[src/rtl/call_stack_ctrl.sv]
// Hardware return-address stack for the call/RET path: circular array, head pointer, count, sticky errors.
// Optional build macro CALL_STACK_WRAP_EN: a push when full overwrites the oldest entry instead of being dropped.
module call_stack_ctrl #(
   parameter int ADDR_W = 12,
   parameter int DEPTH  = 8,
   parameter int CNT_W  = 4
) (
   input  logic              clock,
   input  logic              reset_n,
   input  logic              push,
   input  logic              pop,
   input  logic [ADDR_W-1:0] ret_addr_in,
   output logic [ADDR_W-1:0] ret_addr_out,
   output logic              empty,
   output logic              full,
   output logic [CNT_W-1:0]  count,
   output logic              overflow,
   output logic              underflow,
   input  logic              clear_err
);

   localparam int PTR_W = $clog2(DEPTH);

   logic [ADDR_W-1:0] mem_q [DEPTH];
   logic [PTR_W-1:0]  head_q, head_d;
   logic [PTR_W-1:0]  topIdx;
   logic [CNT_W-1:0]  count_q, count_d;
   logic              ovf_q, ovf_d;
   logic              unf_q, unf_d;
   logic              wrEn;
   logic [PTR_W-1:0]  wrIdx;
   logic              isEmpty, isFull;

   assign topIdx  = head_q - PTR_W'(1);
   assign isEmpty = (count_q == '0);
   assign isFull  = (count_q == CNT_W'(DEPTH));

   // Next-state decode; error flags are set-dominant over clear_err.
   always_comb begin
      head_d  = head_q;
      count_d = count_q;
      wrEn    = 1'b0;
      wrIdx   = head_q;
      ovf_d   = ovf_q & ~clear_err;
      unf_d   = unf_q & ~clear_err;
      unique case ({push, pop})
         2'b10: begin
            if (!isFull) begin
               wrEn    = 1'b1;
               head_d  = head_q + PTR_W'(1);
               count_d = count_q + CNT_W'(1);
            end else begin
               ovf_d = 1'b1;
`ifdef CALL_STACK_WRAP_EN
               wrEn   = 1'b1;
               head_d = head_q + PTR_W'(1);
`endif
            end
         end
         2'b01: begin
            if (!isEmpty) begin
               head_d  = head_q - PTR_W'(1);
               count_d = count_q - CNT_W'(1);
            end else begin
               unf_d = 1'b1;
            end
         end
         2'b11: begin
            // Tail-call: replace the top in place; on an empty stack it degrades to a push.
            if (!isEmpty) begin
               wrEn  = 1'b1;
               wrIdx = topIdx;
            end else begin
               wrEn    = 1'b1;
               head_d  = head_q + PTR_W'(1);
               count_d = count_q + CNT_W'(1);
               unf_d   = 1'b1;
            end
         end
         default: ;
      endcase
   end

   always_ff @(posedge clock) begin
      if (!reset_n) begin
         head_q  <= '0;
         count_q <= '0;
         ovf_q   <= 1'b0;
         unf_q   <= 1'b0;
      end else begin
         head_q  <= head_d;
         count_q <= count_d;
         ovf_q   <= ovf_d;
         unf_q   <= unf_d;
      end
   end

   // Storage has no reset; a write is suppressed while reset is asserted.
   always_ff @(posedge clock) begin
      if (reset_n && wrEn) begin
         mem_q[wrIdx] <= ret_addr_in;
      end
   end

   assign ret_addr_out = isEmpty ? '0 : mem_q[topIdx];
   assign empty        = isEmpty;
   assign full         = isFull;
   assign count        = count_q;
   assign overflow     = ovf_q;
   assign underflow    = unf_q;

endmodule

[config.mk]
export PLATFORM = sky130hd
export DESIGN_NAME = call_stack_ctrl
export DESIGN_NICKNAME = d
export VERILOG_FILES = /design/src/rtl/call_stack_ctrl.sv
export SDC_FILE = /design/constraint.sdc
export NUM_CORES = 1
export LEC_CHECK = 0
export CAP_MARGIN = 20
export CORE_MARGIN = 4
export CORE_UTILIZATION = 46
export DETAILED_ROUTE_END_ITERATION = 10
export PLACE_DENSITY_LB_ADDON = 0.05
export SYNTH_ARGS = -nofsm -noshare
export SYNTH_HDL_FRONTEND = slang
export SYNTH_SLANG_ARGS = --single-unit
[constraint.sdc]
create_clock -name clock -period 4.25 [get_ports clock]
set_input_delay 0.85 -clock clock [delete_from_list [all_inputs] [get_ports clock]]
set_output_delay 0.85 -clock clock [all_outputs]
set_load 0.005 [all_outputs]
==> flow_summary.json, run 1 <==
{
  "status": "finished clean",
  "synth_cell_types": 40,
  "whs_path_depth": 2,
  "core-area_um2": 9280,
  "vias": 2502,
  "async_flop_share_pct": 0,
  "cts_buffers": 9,
  "cts_buffer_depth": 2,
  "antenna_found_initial": 0,
  "ant_nets": 0,
  "grt_max_degree": 30,
  "final_nets": 338,
  "ys_warn_count": 0,
  "worstSetupPathType": "reg -> out",
  "cts_sinks": 105,
  "fin_skew_ns": 0.00680,
  "fin_crit_ns": 3.66,
  "setup_tns_ns": 0,
  "dr.pass1.iters": 4,
  "post-route-util_pct": 55.0,
  "seq_area_frac_synth_pct": 69.7,
  "max_slew_margin_pct": 54.7,
  "synth_commonest_cells": "edfxtp_1 (96), nand2_1 (31), mux4_2 (24)",
  "antenna-diode-count": 0,
  "dp_cells": 436,
  "final_cell_count_no_fill": 451,
  "fin_crit_sh_pct": 86.2,
  "worst_r2r_path_depth": 6,
  "start_util_pct": 47.3,
  "synthesis.area_um2": 4390,
  "hold_buffers": 0,
  "ys.flop_type": "edfxtp_1",
  "cap_viol_max_count": 0,
  "finalSetupViolations": 0,
  "grt_pass1_vias": 2494,
  "cp.arrival_ns": 2.81,
  "cts_resized": 0,
  "synth.most_common_cell": "edfxtp_1",
  "ys_seq_elements": 105,
  "drt-total-wl_um": 8770,
  "syn_avg_cell_area_um2": 16.0,
  "critPathRequiredTime_ns": 3.40,
  "rsz0062_at_grt": "false",
  "start_kind": "register",
  "synth_nets": 295,
  "clk_pin_slew_worst_paths_ns": 0.09,
  "io_buffers": 36,
  "p_leak_nw": 1.63,
  "place.gp.congestion": 0.806,
  "drt_iter0_drc": 136,
  "area_growth_syn_to_layout_pct": 16.3,
  "synth_top_area_cell": "edfxtp_1",
  "ir_drop_uv": 216,
  "track_usage_pct": 16.5,
  "max_freq_ghz": 0.273,
  "dieArea_um2": 11200,
  "hpwl_um": 5360,
  "rows": 35,
  "drive_gt1_share_pct": 16.8,
  "vias_per_cell": 5.55,
  "ios": 37,
  "synth_edf_count": 96,
  "tritoncts": "done",
  "die_height_um": 106,
  "synth_top_area_share_pct": 65.6,
  "post-cts-setup-buffers": 0,
  "die_x_um": 106,
  "clk-insertion-delay-late_ns": 0.36,
  "wl_per_cell_um": 19.5,
  "grt_pass1_wl_um": 13600,
  "hold_violations": 0,
  "crit_fanout": 18,
  "synth_area_leaders": "edfxtp_1 (66%), mux4_2 (12%), dfxtp_1 (4.1%)",
  "min_path_type": "reg -> reg",
  "powerDensity_nw_per_um2": 464,
  "synthCells": 275,
  "root_buffer": "clkbuf_8",
  "maxSlewViolCount": 0,
  "htreeDepth": 3,
  "tightest_slew_ns": 0.679,
  "setup_ws_ns": 0.586,
  "drc": 0,
  "gr-total-overflow": 0,
  "crit_path_end_kind": "output pin",
  "dp_slack_ns": 0.881
}
==> logic make-up after synthesis <==
| group | synth area share [%] |
|---|---|
| fa+ha+maj | 0.855 |
| mux | 12.3 |
| simple gates | 8.20 |
| buf+inv | 2.79 |
| compound gates | 5.92 |
| flops | 69.7 |
| xor+xnor | 0.199 |
==> final timing paths <==
kind / end / slack, ns / startpoint
worst max-delay path: ret_addr_out[11] / 0.59 / head_q[1]
worst min-delay path: overflow / 0.50 / overflow
worst max register to register: mem_q[3][0] / 1.37 / head_q[1]
worst min register to register: overflow / 0.50 / overflow
==> placed cells by master (no fill, tap or decap), types with 7 or more instances in the layout <==
cell / Yosys / final
mux4_2: 24 / 24
a21oi_1: 16 / 16
edfxtp_1: 96 / 96
clkbuf_8: 0 / 9
dfxtp_1: 9 / 8
nand2_1: 31 / 31
inv_1: 8 / 8
clkdlybuf4s50_1: 0 / 36
nand3_1: 8 / 8
nor2_1: 12 / 12
buf_4: 1 / 12
nor3_1: 7 / 7
==> cell type report <==
| class | count | area (um^2) |
|---|---|---|
| Clock buffer | 10 | 128 |
| Clock inverter | 5 | 42.5 |
| Fill cell | 785 | 4180 |
| Inverter | 9 | 33.8 |
| Multi-Input combinational cell | 144 | 1210 |
| Sequential cell | 105 | 3060 |
| Tap cell | 129 | 161 |
| Timing Repair Buffer | 49 | 470 |
==> worst max-delay path, stage by stage, from the launching register on <==
cell,delay [ns]
dfxtp_1,0.45
inv_1,0.10
ha_1,0.64
buf_12,0.24
mux4_2,0.20
nand2_1,0.05
a21oi_1,0.22
clkdlybuf4s50_1,0.55
==> power breakdown <==
group / total, mW / internal [mW] / switching (mW)
combinational: 0.622 / 0.301 / 0.320
sequential: 1.20 / 1.17 / 0.0247
clock: 0.549 / 0.215 / 0.334
total: 2.37 / 1.69 / 0.679
==> through the flow <==
| step | hold slack (ns) | area (um^2) | power [mW] |
|---|---|---|---|
| 2_1_floorplan | 0.482 | 4390 | 1.60 |
| 3_3_place_gp | 0.472 | 4940 | 1.85 |
| 3_5_place_dp | 0.481 | 4940 | 1.85 |
| 4_1_cts | 0.505 | 5110 | 2.40 |
| 5_1_grt | 0.561 | 5110 | 2.50 |
| 6_report | 0.499 | 5110 | 2.37 |
==> routing by layer <==
layer	wire, um	track usage [%]	share of wire, %	vias to the layer above
li1	-	-	-	1161
met1	4070	22.1	46	1280
met2	4310	27.2	49	51
met3	272	3.12	3.1	10
met4	124	5.83	1.4	0
met5	0	0	0	-
==> state kept, by name, indices dropped and copies added (netlist names) <==
name       flops
count          4
head_q         3
mem_q         96
overflow       1
underflow      1
Power figures use the tool's default switching activity.
==> inputs of run 2 (changes only) <==
Settings changed: CAP_MARGIN 20 to not set, CTS_BUF_LIST set to sky130_fd_sc_hd__clkbuf_16.
==> flow_summary.json, run 2 (synthesis results as in run 1) <==
{
  "io_buffers": 36,
  "worstSetupPathType": "reg -> out",
  "start_util_pct": 47.3,
  "min_path_type": "reg -> reg",
  "powerDensity_nw_per_um2": 494,
  "clk-insertion-delay-late_ns": 0.33,
  "fillers": 770,
  "place.gp.congestion": 0.806,
  "area_growth_syn_to_layout_pct": 18.6,
  "whs_path_depth": 2,
  "largest_register": "mem_q",
  "start_kind": "register",
  "hpwl_um": 5360,
  "setup_tns_ns": 0,
  "rsz0062_at_grt": "false",
  "cts_resized": 0,
  "drt_iter0_drc": 149,
  "final_common_cell": "edfxtp_1",
  "hold_violations": 0,
  "rows": 35,
  "dr.pass1.iters": 4,
  "die_x_um": 106,
  "crit_fanout": 18,
  "root_buffer": "clkbuf_16",
  "busiest_layer": "met2",
  "grt_pass1_wl_um": 13600,
  "htreeDepth": 3,
  "clk_pin_slew_worst_paths_ns": 0.07,
  "maxSlewViolCount": 0,
  "critPathRequiredTime_ns": 3.40,
  "r2r_end": "mem_q[3][0]",
  "antenna_found_initial": 0,
  "drc": 0,
  "min_from": "overflow",
  "final_cell_mix": "edfxtp_1 (96), clkdlybuf4s50_1 (36), nand2_1 (31)",
  "status": "finished clean",
  "cp_slowest_cell": "ha_1",
  "drive_gt1_share_pct": 16.8,
  "max_freq_ghz": 0.275,
  "hold_buffers": 0,
  "fin_skew_ns": 0.00527,
  "grt_max_degree": 30,
  "cap_viol_max_count": 0,
  "drt-total-wl_um": 8800,
  "met3_usage_pct": 3.55,
  "wl_per_cell_um": 19.5,
  "cts_sinks": 105,
  "met1_usage_pct": 21.9,
  "seq_area_um2": 3060,
  "grt_pass1_vias": 2494,
  "ant_nets": 0,
  "worst_r2r_path_depth": 6,
  "path_cells": "inv_1 -> ha_1 -> buf_12 -> mux4_2 -> nand2_1 -> a21oi_1 -> clkdlybuf4s50_1",
  "tightest_slew_ns": 0.680,
  "fin_crit_sh_pct": 85.5,
  "track_usage_pct": 16.3,
  "use_met2_pct": 27.4,
  "holdWs_ns": 0.493,
  "gr-total-overflow": 0,
  "die_height_um": 106,
  "crit_path_end_kind": "output pin",
  "dieArea_um2": 11200,
  "rr_startpoint": "head_q[1]",
  "cpPeakStageDelay_ns": 0.64,
  "tritoncts": "done",
  "largest_reg_flops": 96,
  "post-cts-setup-buffers": 0,
  "p_leak_nw": 1.68,
  "whs_endpoint": "overflow",
  "ir_drop_uv": 270,
  "fin_crit_ns": 3.63,
  "reg2reg_slack_ns": 1.39,
  "ios": 37,
  "multi_input_area_um2": 1210,
  "cp.arrival_ns": 2.78,
  "vias_per_cell": 5.50,
  "cts_buffers": 9,
  "cts_buffer_depth": 2,
  "antenna-diode-count": 0,
  "vias": 2481,
  "finalSetupViolations": 0,
  "max_slew_margin_pct": 54.7,
  "core-area_um2": 9280,
  "final_nets": 338
}
run 2: cell types whose count changed in the layout (fill, tap and decap cells not counted):
cell / before / now
clkbuf_1: 1 / 0
clkbuf_16: 0 / 9
clkbuf_8: 9 / 0
inv_1: 8 / 9
run 2: layer usage:
| metal | wire [um] | vias to the layer above | part of all wire [%] |
|---|---|---|---|
| met5 | 0 | - | 0 |
| met4 | 43 | 0 | 0.49 |
| met3 | 334 | 4 | 3.8 |
| met2 | 4340 | 49 | 49 |
| met1 | 4080 | 1266 | 46 |
| li1 | - | 1162 | - |
run 2: worst max-delay path by stage:
stage | startpoint | to | slack, ns | cells after the start
final | head_q[1] | ret_addr_out[11] | 0.62 | 7
after global routing | head_q[1] | ret_addr_out[11] | 0.46 | 7
after CTS | head_q[1] | ret_addr_out[11] | 0.63 | 7
after detailed placement | push | mem_q[3][9] | 0.88 | 6
after global placement | push | mem_q[3][10] | 0.86 | 6
after floorplan | head_q[0] | ret_addr_out[10] | 1.23 | 8
run 2: power breakdown:
part	internal, mW	total (mW)	switching (mW)
clock	0.397	0.754	0.357
combinational	0.301	0.623	0.321
sequential	1.17	1.20	0.0245
total	1.87	2.57	0.703
run 2: final cells by class:
class	count	area share, %
timing repair buffer	49	9.03
tap	129	3.10
sequential	105	58.8
clock inverter	6	0.889
clock buffer	9	4.32
inverter	9	0.649
multi-input combinational	144	23.2
run 2: worst max-delay path, delay by kind of cell, from the launching register on:
kind	cells	cell delay [ns]
AO/OA/AOI/OAI	1	0.23
flip-flops	1	0.44
buffers and inverters	3	0.90
multiplexers	1	0.20
AND/OR/NAND/NOR	1	0.05
adder cells (fa/ha/maj)	1	0.64
run 2: metrics by stage:
stage	setup WS (ns)	util, %	total power [mW]	instances	cell area (um^2)
detailed placement	0.881	53.2	1.85	436	4940
floorplan	1.23	-	1.60	275	4390
global placement	0.864	53.2	1.85	436	4940
CTS	0.628	56.1	2.61	451	5210
finish	0.616	56.1	2.57	451	5210
global route	0.460	56.1	2.71	451	5210
